## src/rtl/fifo8x9_pkg.sv

```systemverilog
// Shared sizing, FSM states and storage strobe bundle
// for the FIFO8x9 control stage.
package fifo8x9_pkg;

    localparam int DEPTH      = 8;
    localparam int PTR_W      = 3;
    localparam int CNT_W      = 4;
    localparam int AFULL_LVL  = 6;
    localparam int AEMPTY_LVL = 2;

    typedef enum logic {
        INIT,
        RUN
    } state_t;

    typedef struct packed {
        logic en;
        logic inc;
        logic clr;
    } strobe_t;

endpackage

```

## src/rtl/fifo8x9_if.sv

```systemverilog
// Handshake, storage strobe and status bundle between
// the FIFO8x9 control stage and its users.
interface fifo8x9_if;
    import fifo8x9_pkg::*;

    logic             push_req;
    logic             push_ready;
    logic             pop_req;
    logic             pop_ready;
    logic             flush;
    logic             err_clr;
    logic             wren;
    logic             WrInc;
    logic             WrPtrClr;
    logic             rden;
    logic             RdInc;
    logic             RdPtrClr;
    logic             rd_valid;
    logic [CNT_W-1:0] count;
    logic             full;
    logic             empty;
    logic             almost_full;
    logic             almost_empty;
    logic             overflow;
    logic             underflow;

    modport master (
        output push_req, pop_req, flush, err_clr,
        input  push_ready, pop_ready,
        input  wren, WrInc, WrPtrClr,
        input  rden, RdInc, RdPtrClr,
        input  rd_valid, count, full, empty,
        input  almost_full, almost_empty,
        input  overflow, underflow
    );

    modport slave (
        input  push_req, pop_req, flush, err_clr,
        output push_ready, pop_ready,
        output wren, WrInc, WrPtrClr,
        output rden, RdInc, RdPtrClr,
        output rd_valid, count, full, empty,
        output almost_full, almost_empty,
        output overflow, underflow
    );

endinterface

```

## src/rtl/fifo8x9_ptr_side.sv

```systemverilog
// One side (write or read) of the storage pointer mirror:
// pointer, wrap pending bit and strobe generation.
module fifo_ptr_side
    import fifo8x9_pkg::*;
(
    input  logic    clk,
    input  logic    rst,
    input  logic    init,
    input  logic    flush,
    input  logic    fire,
    output logic    pend,
    output strobe_t stb
);

    localparam logic [PTR_W-1:0] LAST = PTR_W'(DEPTH - 1);

    logic [PTR_W-1:0] ptr;

    // The storage pointer cannot wrap, so the last slot
    // holds it and the clear is issued on the next cycle.
    always_comb begin
        stb     = '0;
        stb.en  = fire;
        stb.inc = fire && (ptr != LAST);
        stb.clr = init || pend;
    end

    always_ff @(posedge clk) begin
        if (rst || init || flush) begin
            ptr  <= '0;
            pend <= 1'b0;
        end else if (pend) begin
            ptr  <= '0;
            pend <= 1'b0;
        end else if (fire) begin
            if (ptr == LAST) begin
                pend <= 1'b1;
            end else begin
                ptr <= ptr + 1'b1;
            end
        end
    end

endmodule

```

## src/rtl/fifo8x9_ctrl.sv

```systemverilog
// Control stage for the 8x9 FIFO storage: handshakes,
// occupancy, flags, sticky errors and pointer wrap.
module fifo8x9_ctrl
    import fifo8x9_pkg::*;
(
    input  logic     clk,
    input  logic     rst,
    fifo8x9_if.slave bus
);

    state_t           state;
    state_t           state_n;
    logic             run;
    logic             push_ready;
    logic             pop_ready;
    logic             push_fire;
    logic             pop_fire;
    logic             wpend;
    logic             rpend;
    strobe_t          wstb;
    strobe_t          rstb;
    logic [CNT_W-1:0] count_q;
    logic [CNT_W-1:0] count_n;
    logic             full_q;
    logic             empty_q;
    logic             afull_q;
    logic             aempty_q;
    logic             rd_valid_q;
    logic             ovf_q;
    logic             unf_q;
    logic             ovf_evt;
    logic             unf_evt;

    always_ff @(posedge clk) begin
        if (rst) begin
            state <= INIT;
        end else begin
            state <= state_n;
        end
    end

    always_comb begin
        state_n    = state;
        push_ready = 1'b0;
        pop_ready  = 1'b0;
        unique case (state)
            INIT: state_n = RUN;
            RUN: begin
                if (bus.flush) state_n = INIT;
                push_ready = !full_q && !wpend && !bus.flush;
                pop_ready  = !empty_q && !rpend && !bus.flush;
            end
            default: state_n = INIT;
        endcase
    end

    assign run       = (state == RUN);
    assign push_fire = bus.push_req && push_ready;
    assign pop_fire  = bus.pop_req && pop_ready;
    assign ovf_evt   = run && !bus.flush
                       && bus.push_req && !push_ready;
    assign unf_evt   = !bus.flush && bus.pop_req && empty_q;

    fifo_ptr_side u_wr (
        .clk   (clk),
        .rst   (rst),
        .init  (!run),
        .flush (bus.flush),
        .fire  (push_fire),
        .pend  (wpend),
        .stb   (wstb)
    );

    fifo_ptr_side u_rd (
        .clk   (clk),
        .rst   (rst),
        .init  (!run),
        .flush (bus.flush),
        .fire  (pop_fire),
        .pend  (rpend),
        .stb   (rstb)
    );

    always_comb begin
        count_n = count_q;
        if (!run || bus.flush) begin
            count_n = '0;
        end else if (push_fire && !pop_fire) begin
            count_n = count_q + 1'b1;
        end else if (pop_fire && !push_fire) begin
            count_n = count_q - 1'b1;
        end
    end

    // Flags are registered from the next count so they
    // line up with count itself.
    always_ff @(posedge clk) begin
        if (rst) begin
            count_q    <= '0;
            full_q     <= 1'b0;
            empty_q    <= 1'b1;
            afull_q    <= 1'b0;
            aempty_q   <= 1'b1;
            rd_valid_q <= 1'b0;
            ovf_q      <= 1'b0;
            unf_q      <= 1'b0;
        end else begin
            count_q    <= count_n;
            full_q     <= (count_n == CNT_W'(DEPTH));
            empty_q    <= (count_n == '0);
            afull_q    <= (count_n >= CNT_W'(AFULL_LVL));
            aempty_q   <= (count_n <= CNT_W'(AEMPTY_LVL));
            rd_valid_q <= pop_fire;
            ovf_q      <= ovf_evt || (ovf_q && !bus.err_clr);
            unf_q      <= unf_evt || (unf_q && !bus.err_clr);
        end
    end

    assign bus.push_ready   = push_ready;
    assign bus.pop_ready    = pop_ready;
    assign bus.wren         = wstb.en;
    assign bus.WrInc        = wstb.inc;
    assign bus.WrPtrClr     = wstb.clr;
    assign bus.rden         = rstb.en;
    assign bus.RdInc        = rstb.inc;
    assign bus.RdPtrClr     = rstb.clr;
    assign bus.rd_valid     = rd_valid_q;
    assign bus.count        = count_q;
    assign bus.full         = full_q;
    assign bus.empty        = empty_q;
    assign bus.almost_full  = afull_q;
    assign bus.almost_empty = aempty_q;
    assign bus.overflow     = ovf_q;
    assign bus.underflow    = unf_q;

endmodule

```

## src/flat_wrapper.sv

```systemverilog
// flat-port wrapper written by rule: the top's interface ports become plain ports
module fifo8x9_ctrl_flat import fifo8x9_pkg::*;
  (clk, rst, bus_push_req, bus_pop_req, bus_flush, bus_err_clr, bus_push_ready, bus_pop_ready, bus_wren, bus_WrInc, bus_WrPtrClr, bus_rden, bus_RdInc, bus_RdPtrClr, bus_rd_valid, bus_count, bus_full, bus_empty, bus_almost_full, bus_almost_empty, bus_overflow, bus_underflow);
  fifo8x9_if bus_i ();
  input  logic clk;
  input  logic rst;
  input wire logic [$bits(bus_i.push_req)-1:0] bus_push_req;
  input wire logic [$bits(bus_i.pop_req)-1:0] bus_pop_req;
  input wire logic [$bits(bus_i.flush)-1:0] bus_flush;
  input wire logic [$bits(bus_i.err_clr)-1:0] bus_err_clr;
  output wire logic [$bits(bus_i.push_ready)-1:0] bus_push_ready;
  output wire logic [$bits(bus_i.pop_ready)-1:0] bus_pop_ready;
  output wire logic [$bits(bus_i.wren)-1:0] bus_wren;
  output wire logic [$bits(bus_i.WrInc)-1:0] bus_WrInc;
  output wire logic [$bits(bus_i.WrPtrClr)-1:0] bus_WrPtrClr;
  output wire logic [$bits(bus_i.rden)-1:0] bus_rden;
  output wire logic [$bits(bus_i.RdInc)-1:0] bus_RdInc;
  output wire logic [$bits(bus_i.RdPtrClr)-1:0] bus_RdPtrClr;
  output wire logic [$bits(bus_i.rd_valid)-1:0] bus_rd_valid;
  output wire logic [$bits(bus_i.count)-1:0] bus_count;
  output wire logic [$bits(bus_i.full)-1:0] bus_full;
  output wire logic [$bits(bus_i.empty)-1:0] bus_empty;
  output wire logic [$bits(bus_i.almost_full)-1:0] bus_almost_full;
  output wire logic [$bits(bus_i.almost_empty)-1:0] bus_almost_empty;
  output wire logic [$bits(bus_i.overflow)-1:0] bus_overflow;
  output wire logic [$bits(bus_i.underflow)-1:0] bus_underflow;
  assign bus_i.push_req = bus_push_req;
  assign bus_i.pop_req = bus_pop_req;
  assign bus_i.flush = bus_flush;
  assign bus_i.err_clr = bus_err_clr;
  assign bus_push_ready = bus_i.push_ready;
  assign bus_pop_ready = bus_i.pop_ready;
  assign bus_wren = bus_i.wren;
  assign bus_WrInc = bus_i.WrInc;
  assign bus_WrPtrClr = bus_i.WrPtrClr;
  assign bus_rden = bus_i.rden;
  assign bus_RdInc = bus_i.RdInc;
  assign bus_RdPtrClr = bus_i.RdPtrClr;
  assign bus_rd_valid = bus_i.rd_valid;
  assign bus_count = bus_i.count;
  assign bus_full = bus_i.full;
  assign bus_empty = bus_i.empty;
  assign bus_almost_full = bus_i.almost_full;
  assign bus_almost_empty = bus_i.almost_empty;
  assign bus_overflow = bus_i.overflow;
  assign bus_underflow = bus_i.underflow;
  fifo8x9_ctrl u_core (.clk(clk), .rst(rst), .bus(bus_i));
endmodule
```

## config.mk

```make
export PLATFORM = sky130hd
export DESIGN_NAME = fifo8x9_ctrl_flat
export DESIGN_NICKNAME = d
export VERILOG_FILES = /design/src/rtl/fifo8x9_pkg.sv /design/src/rtl/fifo8x9_if.sv /design/src/rtl/fifo8x9_ptr_side.sv /design/src/rtl/fifo8x9_ctrl.sv /design/src/flat_wrapper.sv
export SDC_FILE = /design/constraint.sdc
export NUM_CORES = 1
export LEC_CHECK = 0
export ABC_AREA = 1
export CAP_MARGIN = 10
export CORE_UTILIZATION = 50
export CTS_BUF_LIST = sky130_fd_sc_hd__clkbuf_2
export DETAILED_ROUTE_END_ITERATION = 12
export GPL_ROUTABILITY_DRIVEN = 1
export PLACE_DENSITY = 0.85
export SYNTH_ARGS = -nofsm -noshare
export SYNTH_HDL_FRONTEND = slang
export SYNTH_SLANG_ARGS = --single-unit
export TNS_END_PERCENT = 10
```

## constraint.sdc

```tcl
create_clock -name clk -period 1.8 [get_ports clk]
set_input_delay 0.27 -clock clk [delete_from_list [all_inputs] [get_ports clk]]
set_output_delay 0.27 -clock clk [all_outputs]
set_load 0.03 [all_outputs]
```

==> metrics list, run 1 <==
* Run status: completed
- Setup repair after global routing left no endpoint under its margin.
- Slew Limit Headroom: 0.783
- Post-Syn Nets: approximately 140
- In this run the post-CTS setup repair buffer count came out at 0.
- Initial antenna violation count: 0
* Maximum level of the CTS H-tree: 1
* 1st-iter DRT viols: 23
- Die W: 46.7 microns
* Critical path class: reg2out
* Share of final-layout standard cells stronger than drive strength 1: 0.195
- STA classifies the critical path startpoint as a flop.
- The share of the Yosys chip area taken by registers is 0.402.
- Number of placement rows: 15
- Wire length of the first global-routing pass: roughly 3700 microns
- For the worst setup path, the data arrival time is 1.45 ns.
- R2r setup slk: 0.28 ns
- Peak supply drop: approximately 0.52 mV
- At the pin with the least slew margin, the transition time is 0.325 ns.
- Count of max-cap constraint violations: 0
- Most used routing layer in global routing: met2
- Count of nets left with antenna violations after detail routing: 0
* Cell chosen for the clock root: sky130_fd_sc_hd__clkbuf_2
- The filler cells instantiated in the layout total 148.
- In the global route stage, met3 resource usage came out at 0.0706.
- Effective utilization at floorplan: 0.553
* Number of clock buffers inserted by TritonCTS: 3
* Routed length per placed instance: 12.6 microns
- Congestion Overflow GR: 0
- PortBufs: 24
* Layout Area Growth over Synthesis: 32.5%
* First drt pass iteration count: 5
- Yosys mapped the design onto 22 distinct sky130hd cell types.
- Counting every instance in the synthesized netlist gives roughly 130.
* Number of global-route vias before repair: roughly 930
- Number of flip-flops in the largest register: 4
* Clock-pin slew on the worst setup and hold paths: around 0.17 ns
- Core region area: between 1500 and 2000 sq um
- Type of element capturing the critical path: output port
- Max-slew violation count: 0
- Floorplan die area: about 2200 sq um
* Routability-driven placement congestion ratio: ~0.9
- Summing over every cut layer, the via total after detailed routing is approximately 960.
- Setup Viol. Count Final: 0
- Latest clock arrival within the worst-skew pair: just over 0.3 ns
- Highest clock rate: between 500 and 600 MHz
- During synthesis, Yosys emitted a total of 0 warnings.
- Across every metal layer, demand over resource in global routing totals 0.241.
* Path category of the worst min-delay check: reg2reg
- Total leakage power: between 0.6 and 0.7 nW
* DRC violations left: 0
- Largest net degree at the start of global routing: 11
- For the worst setup path, the data required time is between 1.5 and 2 ns.
- HPWL after detailed placement: ~1900 microns
- In this run the cell area of the synthesized design comes to roughly 1000 sq um.
- Final min period: approximately 1.7 ns
- Post-route setup slack: around 0.08 ns
- Final wirelength: about 2400 microns
- TritonCTS built the clock tree.
* Count of antenna diodes in the layout: 0
* Grt met2 use: 0.431
- During I/O placement, the number of pins put on the boundary was 25.
* Power per unit of standard cell area: 548 nW/um^2
- Synthesis-stage register bit count: 20
- The number of hold violations in the final report came to 0.
- For this design, the sink count on the clock tree is 20.
* Global routing met1 resource utilization: 0.249
* Maximum net fanout on the critical path: 3
- After detailed routing, the number of vias per cell comes to slightly above 5.
* Setup clock skew after layout: 0.00663 ns
- From bottom edge to top edge, the die measures 46.7 microns.
- Synth Area per Inst: 7.55 sq um
- Maximum root-to-sink buffer count: 2
- Share of the clock period used by the worst path: 0.956
- Post-route core utilization: 0.733
* Nets@finish: 178
- Worst slack after detailed placement: -0.125 ns
worst max-delay path, cell delays in order (launching register included):
cell and delay, ns:
sky130_fd_sc_hd__dfxtp_1 0.40, sky130_fd_sc_hd__inv_2 0.10, sky130_fd_sc_hd__or2_2 0.29, sky130_fd_sc_hd__dlygate4sd2_1 0.36
cell usage after synthesis:
library cell	number	area [sq um]
sky130_fd_sc_hd__nor3_1	2	10.0
sky130_fd_sc_hd__o21ai_1	1	5.00
sky130_fd_sc_hd__nand3_1	14	70.1
sky130_fd_sc_hd__nor2_2	2	12.5
sky130_fd_sc_hd__nor3b_1	1	7.51
sky130_fd_sc_hd__dfxtp_1	20	400
sky130_fd_sc_hd__o21bai_2	1	11.3
sky130_fd_sc_hd__ha_1	6	75.1
sky130_fd_sc_hd__nand3_4	1	17.5
sky130_fd_sc_hd__inv_2	2	7.51
sky130_fd_sc_hd__nor2_8	1	20.0
sky130_fd_sc_hd__nor2_4	2	22.5
sky130_fd_sc_hd__or2_0	1	6.26
sky130_fd_sc_hd__nor2_1	17	63.8
sky130_fd_sc_hd__nand2_1	22	82.6
sky130_fd_sc_hd__nand3_2	2	20.0
sky130_fd_sc_hd__o21ai_0	5	25.0
sky130_fd_sc_hd__inv_1	20	75.1
sky130_fd_sc_hd__or2_2	1	6.26
sky130_fd_sc_hd__nand2_2	4	25.0
sky130_fd_sc_hd__clkbuf_1	1	3.75
sky130_fd_sc_hd__a21oi_1	6	30.0
final timing paths:
check | start | to | cells after the start
setup / recovery | u_core.run | bus_WrPtrClr | 3
hold / removal | u_core.u_wr.ptr[2] | u_core.u_wr.ptr[2] | 2
setup reg to reg | u_core.run | u_core.bus.empty | 11
hold reg to reg | u_core.u_wr.ptr[2] | u_core.u_wr.ptr[2] | 2
placed cells by master (no fill, tap or decap), types with 5 or more instances in the layout:
cell type / instances
sky130_fd_sc_hd__dfxtp_1: 20
sky130_fd_sc_hd__a21oi_1: 6
sky130_fd_sc_hd__nor2_1: 16
sky130_fd_sc_hd__inv_1: 20
sky130_fd_sc_hd__nand2_1: 22
sky130_fd_sc_hd__nand3_1: 14
sky130_fd_sc_hd__clkdlybuf4s50_1: 15
sky130_fd_sc_hd__buf_4: 12
sky130_fd_sc_hd__ha_1: 6
sky130_fd_sc_hd__o21ai_0: 5
cell type report:
cell class / instances / area [sq um] / area share
flip-flops and latches: 20 / 400 / 0.303
well taps: 25 / 31.3 / 0.0237
multi-input cells: 89 / 526 / 0.398
clock buffers: 3 / 15.0 / 0.0114
repair buffers: 30 / 267 / 0.202
inverters: 22 / 82.6 / 0.0625
metrics by stage:
stage / area, sq um / cells / total power [mW] / hold WS (ns) / TNS [ns]
CTS: 1310 / 189 / 0.725 / 0.479 / 0
global route: 1320 / 189 / 0.753 / 0.498 / 0
detailed placement: 1290 / 186 / 0.562 / 0.458 / -0.780
floorplan: 997 / 132 / 0.515 / 0.362 / 0
finish: 1320 / 189 / 0.725 / 0.472 / 0
global placement: 1290 / 186 / 0.558 / 0.440 / -0.260
power by group:
group / switching (mW) / total (mW) / internal, mW
logic: 0.0630 / 0.102 / 0.0390
clock network: 0.126 / 0.172 / 0.0454
registers: 0.00322 / 0.451 / 0.448
total: 0.192 / 0.725 / 0.532
cell families after synthesis:
kind of cell / after synthesis / share of synthesized area
AO/OA/AOI/OAI: 13 / 0.0715
buffers and inverters: 23 / 0.0866
AND/OR/NAND/NOR: 70 / 0.365
flip-flops: 20 / 0.402
adder cells (fa/ha/maj): 6 / 0.0753
timing repair:
item | in CTS | in global routing
resized for setup | 3 | 3
hold buffers | 0 | 0
endpoints found under the setup margin | 5 | 2
routing by layer:
layer / part of all wire / wire length, microns / vias up
li1: - / - / 480
met1: 0.40 / 950 / 424
met2: 0.50 / 1190 / 42
met3: 0.068 / 162 / 11
met4: 0.033 / 78 / 0
met5: 0 / 0 / -
(Power assumes the default switching activity.)
==> run 2: changes to the inputs <==
Settings changed: HOLD_SLACK_MARGIN set to 0.12.
==> results of run 2 <==
The final DEF is identical to that of run 1; final timing and power are the same.
==> run 3: changes to the inputs <==
Settings changed: ABC_AREA 1 to unset, SETUP_SLACK_MARGIN set to 0.4.
==> run 3 against run 2 <==
  * The run now ends with setup timing left
  * Count of clock-buffer cells in the layout did not move
  * Power rose by 30%
  * First-iteration DRC count rose by 17%
  * Cell count fell by 7.4%
  * Non-clock buffer count rose by 17
  * Via count rose by 6.3%
  * Clock power rose by 110%
  * Sequential share of layout area fell by 3.7 points
  * Maximum frequency fell by 8.2%
  * Combinational power rose by 30%
  * Largest cell class unchanged
==> metrics list, run 3 <==
* Highest routed layer: met4
* Maximum root-to-sink buffer count: 2 (unchanged)
- Latest clock arrival within the worst-skew pair: 0.36 ns (+0.05 ns)
* Ranking of synthesized cells by instance count: sky130_fd_sc_hd__dfxtp_1, sky130_fd_sc_hd__nor2_1, sky130_fd_sc_hd__nor3_1
- Post-route core utilization: 0.877 (+0.144)
- Routed length per placed instance: 18.9 microns (+50%)
* Number of global-route vias before repair: 952 (+2.7%)
- Effective utilization at floorplan: 0.549 (-0.00470)
- Die W: 46.2 microns (-0.91%)
- Among all stages on the critical path, the largest delay is contributed by sky130_fd_sc_hd__dfxtp_4.
- DRC violations left: 0 (unchanged)
* Crit path DAT: 1.60 ns (+0.15 ns)
- Summed negative setup slack over all endpoints: -0.158 ns (-0.158 ns)
- The standard-cell row count was 15 (unchanged).
- Synth Area per Inst: 9.59 sq um (+27%)
- The detailed-route vias per instance came to 5.81 (+15%).
* Count of boundary I/O pins: 25 (unchanged)
* PortBufs: 24 (unchanged)
* Most used cells in the layout excluding fill and tap cells: sky130_fd_sc_hd__buf_4, sky130_fd_sc_hd__dfxtp_1, sky130_fd_sc_hd__nor3_1, sky130_fd_sc_hd__buf_6, sky130_fd_sc_hd__clkbuf_2
* Global router's overall resource usage: 0.323 (+0.0822)
- Number of sinks driven by the clock tree: 20 (unchanged)
- Leaving out fill and tap cells, the most frequent cell in the layout is sky130_fd_sc_hd__buf_4.
- Initial antenna violation count: 0 (unchanged)
- Congestion Overflow GR: 0 (unchanged)
- The amount of wire on met2 after detailed routing is 1640 microns (+38%).
- Setup repair after global routing could not meet its margin everywhere.
- The H-tree depth is 1 (unchanged).
- Type of element capturing the critical path: output port
- The flow ran to the end, but the final reports show violations.
* Final wirelength: 3300 microns (+39%)
- HPWL after detailed placement: 1900 microns (-0.41%)
- The async set-or-reset flop fraction in the synthesized netlist came to 0 (unchanged).
- Maximum net fanout on the critical path: 3 (unchanged)
- The post-route antenna net violation count was 0 (unchanged).
- Peak per-stage delay on the critical path: 0.40 ns (about the same)
- Number of clock buffers inserted by TritonCTS: 3 (unchanged)
- The number of vias in the routed layout is 1017 (+6.3%).
- The final standard cell area without fillers was 1560 sq um (+18%).
- The layout cell share with drive strength beyond 1 was 0.487 (+0.292).
* Nets@finish: 163 (-8.4%)
- From synthesis to final layout, the design area changed by 59.8%.
* Violated checks: setup timing
- Final standard cell count with taps included and fillers excluded: 175 (-7.4%)
- The worst setup path is launched from a flop.
- The post-layout minimum cycle time is 1.87 ns (+0.153 ns).
- Power per unit of standard cell area: 603 nW/um^2 (+9.9%)
- In this design, the critical path's most frequently occurring cell is sky130_fd_sc_hd__buf_6.
- Sorting the synthesized cells by area gives the leading types as sky130_fd_sc_hd__dfxtp_1, sky130_fd_sc_hd__ha_1, sky130_fd_sc_hd__mux2i_1.
* Highest clock rate: 534 MHz (-8.2%)
- The tree is rooted in a sky130_fd_sc_hd__clkbuf_2.
- The number of diodes added for antenna fixing came to 0 (unchanged).
* CTS tree: yes
* Chain of cells forming the critical path: or3b_4, buf_6, nor3_4, buf_6
* Count of different cell masters after synthesis: 35 (+59%)
* Worst-Margin Slew: 0.359 ns (+0.0348 ns)
- Clock-pin slew on the worst setup and hold paths: 0.22 ns (+0.05 ns)
- Post-synthesis instance area: 978 sq um (-1.9%)
* Cell Count Post-Placement: 167 (-10%)
- Max-slew violation count: 0 (unchanged)
- Largest net degree at the start of global routing: 13 (+2)
- The number of synthesis warnings came to 0 (unchanged).
* Worst slack after detailed placement: -0.441 ns (-0.316 ns)
* Number of flip-flops in the largest register: 4 (unchanged)
- Peak supply drop: 0.459 mV (-11%)
* Floorplan die area: 2140 sq um (-1.8%)
* Post-synth top area share: 0.409 (+0.00770)
- Post-Syn Nets: 114 (-21%)
- Critical path class: reg2out
- Count of max-cap constraint violations: 0 (unchanged)
- The required time of the worst setup path was 1.53 ns (about the same).
- DIE HEIGHT: 46.2 microns (-0.91%)
* Setup Viol. Count Final: 4 (+4)
* Path category of the worst min-delay check: in2reg
- The number of flip-flops and latches in the synthesized netlist came to 20 (unchanged).
- Met1 Wirelength: 1300 microns (+37%)
- Routability-driven placement congestion ratio: 0.905 (+0.61%)
* Count of final hold-check violations: 0 (unchanged)
- 1st-iter DRT viols: 27 (+17%)
- Routed wire length on met3: 241 microns (+49%)
- Flip-flop cell with the highest count after synthesis: sky130_fd_sc_hd__dfxtp_1
- Post-route setup slack: -0.0732 ns (-0.153 ns)
* Slew Limit Headroom: 0.760 (-0.0225)
* Cell accounting for the most synthesized area: sky130_fd_sc_hd__dfxtp_1
* Share of the clock period used by the worst path: 1.04 (+0.0850)
- Share of the yosys chip area belonging to registers: 0.409 (+0.00770)
- The leakage power summed over all cells was 0.685 nW (+5.1%).
- The cell count after synthesis came to 102 (-23%).
- By instance count, the leading cell after synthesis is sky130_fd_sc_hd__dfxtp_1.
* Wire length of the first global-routing pass: 4670 microns (+28%)
- Core region area: 1780 sq um (-1.0%)
- The cell area after placement was 1400 sq um (+7.8%).
- The number of enable-type register cells in the synthesized netlist is 0 (unchanged).
- First drt pass iteration count: 4 (-1)
- Setup clock skew after layout: 0.0163 ns (+0.00962 ns)
[run 3: where the power goes]
group          leakage (nW)  switching, mW  internal [mW]
Sequential            0.165        0.00710          0.445
Clock                0.0266          0.166          0.191
Combinational         0.493         0.0699         0.0631
[run 3: worst paths after layout]
kind                            slack, ns                 start                    to  cells after the start
worst min-delay path                 0.32           bus_pop_req  u_core.bus.underflow                      4
worst max register to register      -0.03       u_core.bus.full       u_core.bus.full                      5
worst max-delay path                -0.07       u_core.bus.full             bus_WrInc                      4
worst min register to register       0.52  u_core.bus.underflow  u_core.bus.underflow                      2
[run 3: final cells by class]
cell class	count	area [sq um]
clock buffers	3	15.0
clock inverters	1	30.0
fillers	79	219
inverters	5	18.8
multi-input cells	74	657
flip-flops and latches	20	417
well taps	25	31.3
repair buffers	47	395
[run 3: routing by layer]
layer / global-route usage / up-vias
met5: 0 / -
met4: 0.129 / 0
met3: 0.0667 / 15
met2: 0.541 / 62
met1: 0.400 / 477
li1: - / 463
[run 3: stage by stage]
stage	hold slack, ns	power [mW]
after floorplan	0.339	0.513
after global placement	0.453	0.567
after detailed placement	0.466	0.570
after CTS	0.481	0.916
after global routing	0.299	0.964
final	0.321	0.942
[run 3: logic make-up (layout without fill, tap and decap cells)]
| family | after synthesis | after routing | synth area share |
|---|---|---|---|
| AOI/OAI and AO/OA | 16 | 16 | 0.121 |
| xor gates and xnor gates | 5 | 5 | 0.0448 |
| adders and majority gates | 6 | 6 | 0.0767 |
| buffers and inverters | 8 | 56 | 0.0396 |
| DFF | 20 | 20 | 0.409 |
| muxes | 5 | 5 | 0.0512 |
| and+or+nand+nor | 42 | 42 | 0.257 |
[run 3: timing repair]
item | CTS | global route
pin swaps | 12 | 8
setup endpoints to repair | 34 | 32
resized for setup | 60 | 21
hold buffers | 0 | 0
buffers inserted | 2 | 2
[run 3: worst max-delay path, delay by kind of cell, from the launching register on]
family | cells | cell delay (ns)
simple gates | 2 | 0.53
flops | 1 | 0.40
buf+inv | 2 | 0.29
